<file path="src/rtl/alu_ctrl_muldiv.sv">
// EX-stage ALU control decoder with a radix-2 multiply/divide sequencer and HI/LO registers.
// Define SIGNED_MULDIV_EN to support signed MULT/DIV; otherwise they decode as illegal.
module alu_ctrl_muldiv #(
  parameter int WIDTH = 32,
  parameter int CNT_W = $clog2(WIDTH) + 1
) (
  input  logic             clk,
  input  logic             reset,
  input  logic [1:0]       alu_op,
  input  logic [5:0]       func,
  input  logic             issue,
  input  logic [WIDTH-1:0] op_a,
  input  logic [WIDTH-1:0] op_b,
  output logic [3:0]       alu_ctrl,
  output logic             illegal,
  output logic             busy,
  output logic             stall,
  output logic             done,
  output logic [WIDTH-1:0] hi,
  output logic [WIDTH-1:0] lo
);

  localparam logic [5:0] F_SLL   = 6'b000000;
  localparam logic [5:0] F_SRL   = 6'b000010;
  localparam logic [5:0] F_SRA   = 6'b000011;
  localparam logic [5:0] F_MFHI  = 6'b010000;
  localparam logic [5:0] F_MTHI  = 6'b010001;
  localparam logic [5:0] F_MFLO  = 6'b010010;
  localparam logic [5:0] F_MTLO  = 6'b010011;
  localparam logic [5:0] F_MULTU = 6'b011001;
  localparam logic [5:0] F_DIVU  = 6'b011011;
  localparam logic [5:0] F_ADD   = 6'b100000;
  localparam logic [5:0] F_ADDU  = 6'b100001;
  localparam logic [5:0] F_SUB   = 6'b100010;
  localparam logic [5:0] F_SUBU  = 6'b100011;
  localparam logic [5:0] F_AND   = 6'b100100;
  localparam logic [5:0] F_OR    = 6'b100101;
  localparam logic [5:0] F_XOR   = 6'b100110;
  localparam logic [5:0] F_NOR   = 6'b100111;
  localparam logic [5:0] F_SLT   = 6'b101010;
`ifdef SIGNED_MULDIV_EN
  localparam logic [5:0] F_MULT  = 6'b011000;
  localparam logic [5:0] F_DIV   = 6'b011010;
`endif

  typedef enum logic [3:0] {
    AC_AND  = 4'b0000,
    AC_OR   = 4'b0001,
    AC_ADD  = 4'b0010,
    AC_SUB  = 4'b0011,
    AC_SLT  = 4'b0100,
    AC_NOR  = 4'b0101,
    AC_XOR  = 4'b0110,
    AC_SLL  = 4'b0111,
    AC_SRL  = 4'b1000,
    AC_SRA  = 4'b1001,
    AC_MFHI = 4'b1010,
    AC_MFLO = 4'b1011,
    AC_NONE = 4'b1110,
    AC_BAD  = 4'b1111
  } alu_ctrl_e;

  typedef enum logic [1:0] {
    S_IDLE,
    S_BUSY,
    S_DONE
  } state_e;

  localparam logic [CNT_W-1:0] CNT_LAST = CNT_W'(WIDTH);

  alu_ctrl_e ctrl_dec;
  logic      dec_bad, dec_mul, dec_div, dec_signed, dec_mthi, dec_mtlo, dec_mf;
  logic      hilo_class, start;

  state_e           state, state_next;
  logic [CNT_W-1:0] cnt;
  logic             last_step;

  logic [WIDTH-1:0] acc, sreg, opb, a_q;
  logic             op_div, div_zero, neg_q, neg_r;
  logic [WIDTH-1:0] a_mag, b_mag;

  logic [WIDTH:0]     mul_sum, div_trial, div_diff;
  logic [WIDTH-1:0]   acc_step, sreg_step;
  logic [2*WIDTH-1:0] prod, prod_fix;
  logic [WIDTH-1:0]   quo_fix, rem_fix, res_hi, res_lo;

  // ---------------------------------------------------------------- decode
  // NOTE: every always_comb output gets a default first so no path leaves a latch behind.
  always_comb begin
    ctrl_dec   = AC_BAD;
    dec_bad    = 1'b0;
    dec_mul    = 1'b0;
    dec_div    = 1'b0;
    dec_signed = 1'b0;
    dec_mthi   = 1'b0;
    dec_mtlo   = 1'b0;
    dec_mf     = 1'b0;
    case (alu_op)
      2'b00: ctrl_dec = AC_ADD;
      2'b01: ctrl_dec = AC_SUB;
      2'b10: begin
        case (func)
          F_AND:          ctrl_dec = AC_AND;
          F_OR:           ctrl_dec = AC_OR;
          F_ADD, F_ADDU:  ctrl_dec = AC_ADD;
          F_SUB, F_SUBU:  ctrl_dec = AC_SUB;
          F_SLT:          ctrl_dec = AC_SLT;
          F_NOR:          ctrl_dec = AC_NOR;
          F_XOR:          ctrl_dec = AC_XOR;
          F_SLL:          ctrl_dec = AC_SLL;
          F_SRL:          ctrl_dec = AC_SRL;
          F_SRA:          ctrl_dec = AC_SRA;
          F_MFHI: begin ctrl_dec = AC_MFHI; dec_mf   = 1'b1; end
          F_MFLO: begin ctrl_dec = AC_MFLO; dec_mf   = 1'b1; end
          F_MTHI: begin ctrl_dec = AC_NONE; dec_mthi = 1'b1; end
          F_MTLO: begin ctrl_dec = AC_NONE; dec_mtlo = 1'b1; end
          F_MULTU: begin ctrl_dec = AC_NONE; dec_mul = 1'b1; end
          F_DIVU:  begin ctrl_dec = AC_NONE; dec_div = 1'b1; end
`ifdef SIGNED_MULDIV_EN
          F_MULT: begin ctrl_dec = AC_NONE; dec_mul = 1'b1; dec_signed = 1'b1; end
          F_DIV:  begin ctrl_dec = AC_NONE; dec_div = 1'b1; dec_signed = 1'b1; end
`endif
          default: dec_bad = 1'b1;
        endcase
      end
      default: dec_bad = 1'b1;
    endcase
  end

  assign alu_ctrl   = ctrl_dec;
  assign illegal    = issue & dec_bad;
  assign hilo_class = dec_mul | dec_div | dec_mthi | dec_mtlo | dec_mf;
  assign start      = issue & (dec_mul | dec_div);
  // busy covers the DONE cycle too, so an MFHI/MFLO there waits one more cycle.
  assign stall      = busy & issue & hilo_class;

  // ---------------------------------------------------------------- sequencer FSM
  assign last_step = (cnt == CNT_LAST);

  always_comb begin
    state_next = state;
    case (state)
      S_IDLE:  if (start) state_next = S_BUSY;
      S_BUSY:  if (last_step) state_next = S_DONE;
      S_DONE:  state_next = S_IDLE;
      default: state_next = S_IDLE;
    endcase
  end

  // NOTE: sequential state uses non-blocking assignments so every flop samples pre-edge values.
  always_ff @(posedge clk) begin
    if (reset) begin
      state <= S_IDLE;
      cnt   <= '0;
      busy  <= 1'b0;
      done  <= 1'b0;
      hi    <= '0;
      lo    <= '0;
    end else begin
      state <= state_next;
      busy  <= (state_next != S_IDLE);
      done  <= (state == S_BUSY) && last_step;
      if (state == S_IDLE) begin
        if (start) cnt <= '0;
        if (issue && dec_mthi) hi <= op_a;
        if (issue && dec_mtlo) lo <= op_a;
      end else if (state == S_BUSY) begin
        if (last_step) begin
          hi <= res_hi;
          lo <= res_lo;
        end else begin
          cnt <= cnt + 1'b1;
        end
      end
    end
  end

  // ---------------------------------------------------------------- datapath
  assign a_mag = (dec_signed && op_a[WIDTH-1]) ? -op_a : op_a;
  assign b_mag = (dec_signed && op_b[WIDTH-1]) ? -op_b : op_b;

  // NOTE: operand/working registers carry no reset; state gating makes their contents don't-care in IDLE.
  always_ff @(posedge clk) begin
    if (state == S_IDLE && start) begin
      acc      <= '0;
      sreg     <= a_mag;
      opb      <= b_mag;
      a_q      <= op_a;
      op_div   <= dec_div;
      div_zero <= (op_b == '0);
      neg_q    <= dec_signed & (op_a[WIDTH-1] ^ op_b[WIDTH-1]);
      neg_r    <= dec_signed & op_a[WIDTH-1];
    end else if (state == S_BUSY && !last_step) begin
      acc  <= acc_step;
      sreg <= sreg_step;
    end
  end

  // Multiply: acc:sreg is the product, sreg's LSB selects the addend, shift right.
  // Divide: acc is the partial remainder, sreg shifts dividend bits out and quotient bits in.
  always_comb begin
    mul_sum   = {1'b0, acc} + (sreg[0] ? {1'b0, opb} : '0);
    div_trial = {acc, sreg[WIDTH-1]};
    div_diff  = div_trial - {1'b0, opb};
    if (op_div) begin
      if (div_diff[WIDTH]) begin
        acc_step  = div_trial[WIDTH-1:0];
        sreg_step = {sreg[WIDTH-2:0], 1'b0};
      end else begin
        acc_step  = div_diff[WIDTH-1:0];
        sreg_step = {sreg[WIDTH-2:0], 1'b1};
      end
    end else begin
      acc_step  = mul_sum[WIDTH:1];
      sreg_step = {mul_sum[0], sreg[WIDTH-1:1]};
    end
  end

  always_comb begin
    prod     = {acc, sreg};
    prod_fix = neg_q ? -prod : prod;
    quo_fix  = neg_q ? -sreg : sreg;
    rem_fix  = neg_r ? -acc : acc;
    if (!op_div) begin
      res_hi = prod_fix[2*WIDTH-1:WIDTH];
      res_lo = prod_fix[WIDTH-1:0];
    end else if (div_zero) begin
      res_hi = a_q;
      res_lo = '1;
    end else begin
      res_hi = rem_fix;
      res_lo = quo_fix;
    end
  end

endmodule

</file>
<file path="config.mk">
export PLATFORM = sky130hd
export DESIGN_NAME = alu_ctrl_muldiv
export DESIGN_NICKNAME = d
export VERILOG_FILES = /design/src/rtl/alu_ctrl_muldiv.sv
export SDC_FILE = /design/constraint.sdc
export NUM_CORES = 1
export LEC_CHECK = 0
export BUFFER_PORTS_ARGS = -buffer_cell sky130_fd_sc_hd__buf_4
export CORE_MARGIN = 3
export CORE_UTILIZATION = 55
export CTS_CLUSTER_DIAMETER = 120
export DETAILED_ROUTE_END_ITERATION = 7
export GPL_ROUTABILITY_DRIVEN = 0
export HOLD_SLACK_MARGIN = 0.05
export PLACE_DENSITY = 0.83
export RECOVER_POWER = 25
export SYNTH_ARGS = -nofsm -noshare
export SYNTH_HDL_FRONTEND = slang
export SYNTH_SLANG_ARGS = --single-unit
</file>
<file path="constraint.sdc">
create_clock -name clk -period 4.4 [get_ports clk]
set_input_delay 0.44 -clock clk [delete_from_list [all_inputs] [get_ports clk]]
set_output_delay 0.44 -clock clk [all_outputs]
set_load 0.02 [all_outputs]
</file>
==> results of run 1 <==
synthesized netlist by cell type, types with 12 or more instances:
cell type	instances
a21o_1	28
a21oi_1	155
a311oi_1	33
a31oi_1	13
and2_1	39
clkbuf_1	76
dfxtp_1	106
edfxtp_1	98
ha_1	66
inv_1	48
mux2i_1	54
nand2_1	180
nand3_1	17
nand4_1	16
nor2_1	125
nor3_1	18
o21a_1	12
o21ai_0	95
o221ai_1	36
xnor2_1	32
xor2_1	21
power breakdown:
group / internal [mW] / leakage, nW / total (mW) / switching [mW]
logic: 0.427 / 3.74 / 0.977 / 0.550
registers: 2.03 / 1.74 / 2.12 / 0.0880
clock network: 1.02 / 0.357 / 1.83 / 0.804
total: 3.48 / 5.84 / 4.92 / 1.44
cell usage in the layout (no fill, tap or decap), types with 9 or more instances in the layout:
cell       count
nor4_1         9
mux2_2        11
inv_1         48
a21oi_1      155
buf_4         73
clkbuf_4      20
edfxtp_1      98
o221ai_1      36
xnor2_1       32
mux2i_1       54
a311oi_1      33
nand3_1       17
a21o_1        28
nand4_1       16
o21ai_0       95
ha_1          66
clkbuf_1      78
clkbuf_16     23
nor2_1       125
nor3_1        18
nand2_1      180
dfxtp_1      106
xor2_1        21
o21a_1        12
a31o_2        11
and2_1        39
a31oi_1       13
stage by stage:
| stage | std cells | worst slack, ps | instance area, um^2 | power (mW) |
|---|---|---|---|---|
| 4_1_cts | 1825 | 711 | 14500 | 4.94 |
| 3_3_place_gp | 1783 | 808 | 13800 | 3.10 |
| 5_1_grt | 1825 | 485 | 14300 | 5.11 |
| 6_report | 1826 | 671 | 14300 | 4.92 |
| 2_1_floorplan | 1428 | 441 | 12600 | 2.86 |
| 3_5_place_dp | 1783 | 747 | 13800 | 3.13 |
registers in the layout, indices dropped and copies added (netlist names):
register	cells
a_q	32
acc	32
busy	1
cnt	6
div_zero	1
done	1
hi	32
lo	32
op_div	1
opb	32
sreg	32
state	2
final cells by class:
class | count | area, um^2
antenna | 1 | 2.50
clock buffer | 32 | 639
clock inverter | 10 | 68.8
fill | 1874 | 7900
inverter | 49 | 186
multi-input combinational | 1085 | 6980
sequential | 204 | 5060
tap | 280 | 350
timing repair buffer | 165 | 968
cells by family (layout without fill, tap and decap cells):
logic type                 count (synthesis)  after routing
and+or+nand+nor                          451            451
AOI/OAI and AO/OA                        446            446
DFF                                      204            204
buffers and inverters                    139            256
adders and majority gates                 68             68
muxes                                     66             66
xor gates and xnor gates                  54             54
other                                      0              1
layer usage:
layer	wire length, um	share of wire [%]	GRT usage [%]	up-vias
met5	0	0	0	-
met4	1550	4.4	11.7	0
met3	2520	7.2	3.77	113
met2	16600	47	46.1	551
met1	14300	41	34.9	5382
li1	-	-	-	5446
how the worst min path moves through the flow:
stage / from / endpoint / slack, ps / depth (start not counted)
after floorplan: cnt[5]$_SDFFE_PP0P_ / cnt[5]$_SDFFE_PP0P_ / 470 / 2
after global placement: lo[5]$_SDFFE_PP0P_ / lo[5]$_SDFFE_PP0P_ / 440 / 2
final: op_b[19] / opb[19]$_DFFE_PP_ / 110 / 1
after detailed placement: lo[0]$_SDFFE_PP0P_ / lo[0]$_SDFFE_PP0P_ / 450 / 2
after CTS: op_b[19] / opb[19]$_DFFE_PP_ / 80 / 1
after global routing: op_b[21] / opb[21]$_DFFE_PP_ / 100 / 1
==> flow_summary.toml, run 1 <==
[die]
initial_core_util_pct = 56.8
dieArea_um2 = 24700
coreArea_um2 = 22200
row_count = 54
fp.dieW_um = 157
ioPinCount = 147
fp.dieH_um = 157

[yosys]
syn_avg_cell_area_um2 = 8.82
ys_ff_latch = 204
synthMuxAreaShare_pct = 5.37
synth_compound_area_share_pct = 23.0
synth_xor_area_share_pct = 3.91
synth.area.top_cells = "edfxtp_1 (23%), dfxtp_1 (17%), ha_1 (6.6%), a21oi_1 (6.2%), nand2_1 (5.4%)"
synth_edf_count = 98
ys.flop_type = "dfxtp_1"
synth_top_family_by_area = "compound AO/OA/AOI/OAI gates"
synthCells = 1428
synth_top_area_share_pct = 23.4
seq_area_frac_synth_pct = 40.2
yosys_warnings = 0
syn_nets = 1571
yosys.area.top_type = "edfxtp_1"
syn_area_um2 = 12600
synthAdderAreaFrac_pct = 6.88
ys_async_sr_fraction_pct = 0
synth-simple-area-share_pct = 16.2
ys_types = 71

[setup_path]
crit_type = "register to register"
reg2reg_slack_ps = 670
slowest_stage = "edfxtp_1"
critical_path_depth = 13
critPathLaunchType = "register"
path_cells = "buf_4, and2_1, ha_1, nand3_1, o2111ai_1, a21oi_1, o21ai_2, a221oi_2, o31ai_1, mux2_2, a31oi_1, a21o_1, a21oi_2"
r2r_start = "sreg[0]$_DFFE_PP_"
worst-path-buf-inv = 1
startpoint = "sreg[0]$_DFFE_PP_"
cp_max_fo = 18
critical_path.top_delay_family = "compound AO/OA/AOI/OAI gates"
cp-end-kind = "register"
endpoint = "acc[26]$_SDFFE_PP0P_"
rr_worst_depth = 13
crit_required_ps = 4830
crit_arrival_ps = 4160
r2r_end = "acc[26]$_SDFFE_PP0P_"
max_stage_delay_ps = 600

[power]
p_leak_nw = 5.84
ir_worst_vdd_mv = 0.216
power_density_nw_per_um2 = 345

[timing]
fin_setup_tns_ps = 0
skew_ps = 17.8
maxSlewViolCount = 0
rsz0062_at_grt = "no"
setup_violations = 0
finalHoldViolCount = 0
max_freq_mhz = 268
fin_crit_sh_pct = 84.8
worst_pin_slew_ps = 1300
whs_ps = 111
slew_headroom_pct = 13.6
min_period_ps = 3730

[cells_and_area]
post-route-util_pct = 64.4
area_growth_pct = 13.3
finalNetCount = 1671
drive_above_1_share_pct = 11.1

[detailed_routing]
vias_per_cell = 6.29
drt_iter0_markers = 987
route.detailed.drc = 0
vias = 11500
wl_mm = 34.9
wl_per_cell_um = 19.1
ant_nets = 0
dr.pass1.iters = 5

[clock_network]
cts_buffers = 23
cts.hold.buffers_added = 0
cts.path.max_buffers = 3
cts_tree = "done"
clock_latency_ps = 540
postCtsSetupBuffers = 0
clk_pin_slew_ps = 70
cts_resized = 0
clkSinkCount = 204
cts_root_buffer = "clkbuf_16"
h-tree-depth = 1

[global_routing]
antenna_found_initial = 0
grt_usage_pct = 27.2
first_global_vias = 10900
grt_pass1_wl_mm = 54.9
grt-ovfl-total = 0
grt_start_max_net_pins = 98

[flow_run]
drv_cap = 0

[placement]
dpl.hpwl_mm = 24.9
port_buffers = 146

[worst_hold_path]
hold_path.class = "input port to register"

[status]
status = "complete, no violations"
Note: power is estimated with default switching activity, not from simulation.
==> run 2: changes to the inputs <==
Clock period 4.4 ns to 3.6 ns, I/O delays scaled along.
==> flow_summary.toml, run 2 (synthesized netlist as in run 1, its figures left out) <==
[status]
status = "complete, no violations"

[detailed_routing]
vias = 11900
dr.pass1.iters = 6
wl_mm = 36.4
wl_per_cell_um = 19.2
ant_nets = 0
drt_iter0_markers = 991
route.detailed.drc = 0
vias_per_cell = 6.28

[worst_hold_path]
hold_path.class = "input port to register"
min-delay-start = "op_a[25]"

[clock_network]
clkSinkCount = 204
clock_latency_ps = 530
cts.path.max_buffers = 3
h-tree-depth = 1
cts_root_buffer = "clkbuf_16"
cts_tree = "done"
cts_buffers = 23
clk_pin_slew_ps = 60

[timing]
worst_pin_slew_ps = 1260
worst_slack_ps = 126
skew_ps = 13.5
maxSlewViolCount = 0
max_freq_mhz = 288
finalHoldViolCount = 0
slew_headroom_pct = 15.6
setup_violations = 0
min_period_ps = 3470
fin_crit_sh_pct = 96.5

[power]
p_int_mw = 4.34
ir_worst_vdd_mv = 0.313
switching_power_mw = 1.80
p_seq_share_pct = 42.1
swShare_pct = 29.3
power_frac_clock_pct = 36.2
power_density_nw_per_um2 = 410
fin_total_pwr_mw = 6.14
p_comb_share_pct = 21.8
p_leak_nw = 6.13

[placement]
port_buffers = 146
dpl.hpwl_mm = 24.5
pre_cts_ws_ps = 128

[die]
fp.dieH_um = 157
row_count = 54
coreArea_um2 = 22200
dieArea_um2 = 24700
initial_core_util_pct = 56.8
ioPinCount = 147
fp.dieW_um = 157

[global_routing]
grt_start_max_net_pins = 101
antenna_found_initial = 0
grt-ovfl-total = 0
first_global_vias = 11500
grt_pass1_wl_mm = 56.6
grt_usage_pct = 28.0

[cells_and_area]
drive_above_1_share_pct = 10.9
finalNetCount = 1740
final_cell_mix = "nand2_1 (180), a21oi_1 (155), nor2_1 (125), dfxtp_1 (106), edfxtp_1 (98)"
final_common_cell = "nand2_1"
area_growth_pct = 19.1
antenna_cells = 0

[setup_path]
crit_type = "register to register"
critPathLaunchType = "register"
r2r_start = "sreg[31]$_DFFE_PP_"
cp_max_fo = 7
startpoint = "sreg[31]$_DFFE_PP_"
crit_arrival_ps = 3870
crit_required_ps = 4000
cp-end-kind = "register"

[flow_run]
drv_cap = 0
[run 2: final cells by class]
class | count | area (um^2)
timing repair buffer | 234 | 1690
sequential | 204 | 5060
multi-input combinational | 1085 | 7000
clock inverter | 12 | 80.1
fill | 1744 | 7170
clock buffer | 30 | 622
tap | 280 | 350
inverter | 49 | 186
[run 2: power groups by stage]
stage	clock [mW]	sequential (mW)	combinational, mW
finish	2.22	2.58	1.34
CTS	2.24	2.58	1.25
global route	2.32	2.59	1.44
detailed placement	0	2.63	1.19
floorplan	0	2.59	0.909
global placement	0	2.63	1.16
[run 2: critical path, stage by stage (launching register included)]
cell and delay, ps:
edfxtp_1 400, inv_1 80, ha_1 210, fa_1 420, nand2b_1 190, a21oi_2 140
nor2b_2 90, o31ai_4 320, a31oi_4 190, o21ai_4 230, xor2_4 180, buf_4 150
buf_12 130, mux2_2 330, a21oi_1 180, o21ai_0 110
[run 2: routing by layer]
| layer | vias up | track usage (%) | share of wire [%] |
|---|---|---|---|
| li1 | 5579 | - | - |
| met1 | 5565 | 35.4 | 40 |
| met2 | 618 | 47.7 | 48 |
| met3 | 134 | 3.38 | 7.4 |
| met4 | 0 | 13.8 | 4.9 |
| met5 | - | 0 | 0 |
[run 2: worst paths after layout]
kind,endpoint,slack (ps),depth (start not counted)
hold / removal,a_q[25]$_DFFE_PP_,180,1
hold reg to reg,lo[26]$_SDFFE_PP0P_,450,2
setup / recovery,acc[14]$_SDFFE_PP0P_,130,15
setup reg to reg,acc[14]$_SDFFE_PP0P_,130,15
[run 2: timing repair]
action | in CTS | in global routing
hold endpoints to repair | 59 | 1
resized for setup | 0 | 2
hold buffers | 59 | 1
setup buffers | 0 | 4
setup endpoints to repair | 0 | 18
[run 2: through the flow]
stage,cells,hold WS (ps),setup TNS [ps],utilization (%),instance area (um^2)
after floorplan,1428,459,0,-,12600
after global placement,1786,443,0,62.6,13900
after detailed placement,1786,447,0,62.6,13900
after CTS,1887,50.1,0,68.4,15200
after global routing,1894,172,-2.65,67.7,15000
final,1894,179,0,67.7,15000
==> run 3: changes to the inputs <==
Settings changed: SLEW_MARGIN set to 0.
Clock period 3.6 ns to 3.8 ns, I/O delays scaled along.
==> flow_summary.toml, run 3 (synthesized netlist as in run 1, its figures left out) <==
[status]
status = "complete, no violations"

[timing]
skew_ps = 22.3
slew_headroom_pct = 17.3
min_period_ps = 3490
finalHoldViolCount = 0
max_freq_mhz = 286
worst_slack_ps = 307
setup_violations = 0
fin_crit_sh_pct = 91.9
maxSlewViolCount = 0
fin_setup_tns_ps = 0
worst_pin_slew_ps = 1240
rsz0062_at_grt = "no"

[global_routing]
grt-ovfl-total = 0
grt_pass1_wl_mm = 56.1
grt_usage_pct = 27.6
first_global_vias = 11400
grt_start_max_net_pins = 103
antenna_found_initial = 0

[cells_and_area]
antenna_cells = 0
area_growth_pct = 16.3
final_common_cell = "nand2_1"
final_cell_mix = "nand2_1 (180), a21oi_1 (155), nor2_1 (125), dfxtp_1 (106), edfxtp_1 (98)"
stdcell_area_um2 = 14600
finalNetCount = 1698
drive_above_1_share_pct = 11.3

[die]
coreArea_um2 = 22200
row_count = 54
ioPinCount = 147
dieArea_um2 = 24700
fp.dieH_um = 157
initial_core_util_pct = 56.8
fp.dieW_um = 157

[detailed_routing]
drt_iter0_markers = 1088
wl_mm = 35.1
vias_per_cell = 6.33
route.top_layer_used = "met4"
wl_met2_mm = 16.9
route.detailed.drc = 0
vias = 11700
wl_met1_mm = 14.2
wl_met3_mm = 2.47
ant_nets = 0
wl_per_cell_um = 19.0
dr.pass1.iters = 5

[setup_path]
critPathLaunchType = "register"
crit_required_ps = 4190
slowest_stage = "fa_1"
max_stage_delay_ps = 410
rr_worst_depth = 14
crit_type = "register to register"
startpoint = "sreg[31]$_DFFE_PP_"
cp_max_fo = 28
crit_arrival_ps = 3880
cp_common_cell = "a21oi_1"
path_cells = "inv_1, ha_1, fa_1, nand2b_1, a21oi_2, nor2b_2, o31ai_4, a31oi_4, o21ai_4, xor2_4, buf_12, mux2_2, a21oi_1, a21oi_1"
r2r_start = "sreg[31]$_DFFE_PP_"
cp-end-kind = "register"

[worst_hold_path]
min_path_cells = 1
hold_path.class = "input port to register"
min-delay-start = "op_b[5]"

[placement]
dpl.hpwl_mm = 24.5
pre_cts_ws_ps = 399
postPlaceCellArea_um2 = 13900
port_buffers = 146

[clock_network]
cts_tree = "done"
cts_buffers = 23
cts_root_buffer = "clkbuf_16"
clock_latency_ps = 530
cts.path.max_buffers = 3
clkSinkCount = 204
clk_pin_slew_ps = 60
h-tree-depth = 1

[power]
ir_worst_vdd_mv = 0.332
power_density_nw_per_um2 = 403
p_leak_nw = 6.00

[flow_run]
drv_cap = 0
## run 3: critical path: cells and delay by family (launching register included)
family / cells / cell delay (ps)
simple gates: 2 / 280
buf+inv: 2 / 320
xor+xnor: 1 / 210
fa+ha+maj: 2 / 620
compound gates: 6 / 1150
mux: 1 / 360
flops: 1 / 390
## run 3: repair_timing
action	4_1_cts	5_1_grt
gates resized for setup	0	0
hold buffers	25	0
buffers inserted	0	0
setup endpoints to repair	0	0
hold endpoints to repair	25	0
## run 3: final timing paths
path	slack (ps)	to
worst max-delay path	310	acc[3]$_SDFFE_PP0P_
worst min-delay path	110	opb[5]$_DFFE_PP_
worst max register to register	310	acc[3]$_SDFFE_PP0P_
worst min register to register	450	lo[26]$_SDFFE_PP0P_
## run 3: routing by layer
metal | GRT usage [%] | up-vias
li1 | - | 5493
met1 | 35.1 | 5530
met2 | 46.6 | 577
met3 | 3.82 | 129
met4 | 13.3 | 0
met5 | 0 | -
## run 3: report_power, final
| group | internal (mW) | switching, mW | leakage [nW] | total [mW] |
|---|---|---|---|---|
| clock | 1.37 | 0.925 | 0.391 | 2.30 |
| sequential | 2.35 | 0.0935 | 1.74 | 2.44 |
| combinational | 0.521 | 0.631 | 3.88 | 1.15 |
| total | 4.24 | 1.65 | 6.00 | 5.89 |
## run 3: stage by stage
step | util (%) | cells | total power [mW] | hold WS [ps]
global placement | 62.6 | 1785 | 3.59 | 443
finish | 66.0 | 1852 | 5.89 | 107
CTS | 67.2 | 1852 | 5.92 | 52.1
global route | 66.0 | 1852 | 6.11 | 105
detailed placement | 62.6 | 1785 | 3.61 | 448
floorplan | - | 1428 | 3.31 | 468
## run 3: cell type report
type / instances / area [um^2]
flip-flops and latches: 204 / 5060
well taps: 280 / 350
repair buffers: 192 / 1270
multi-input cells: 1085 / 6980
clock inverters: 11 / 116
fillers: 1827 / 7520
inverters: 49 / 186
clock buffers: 31 / 667
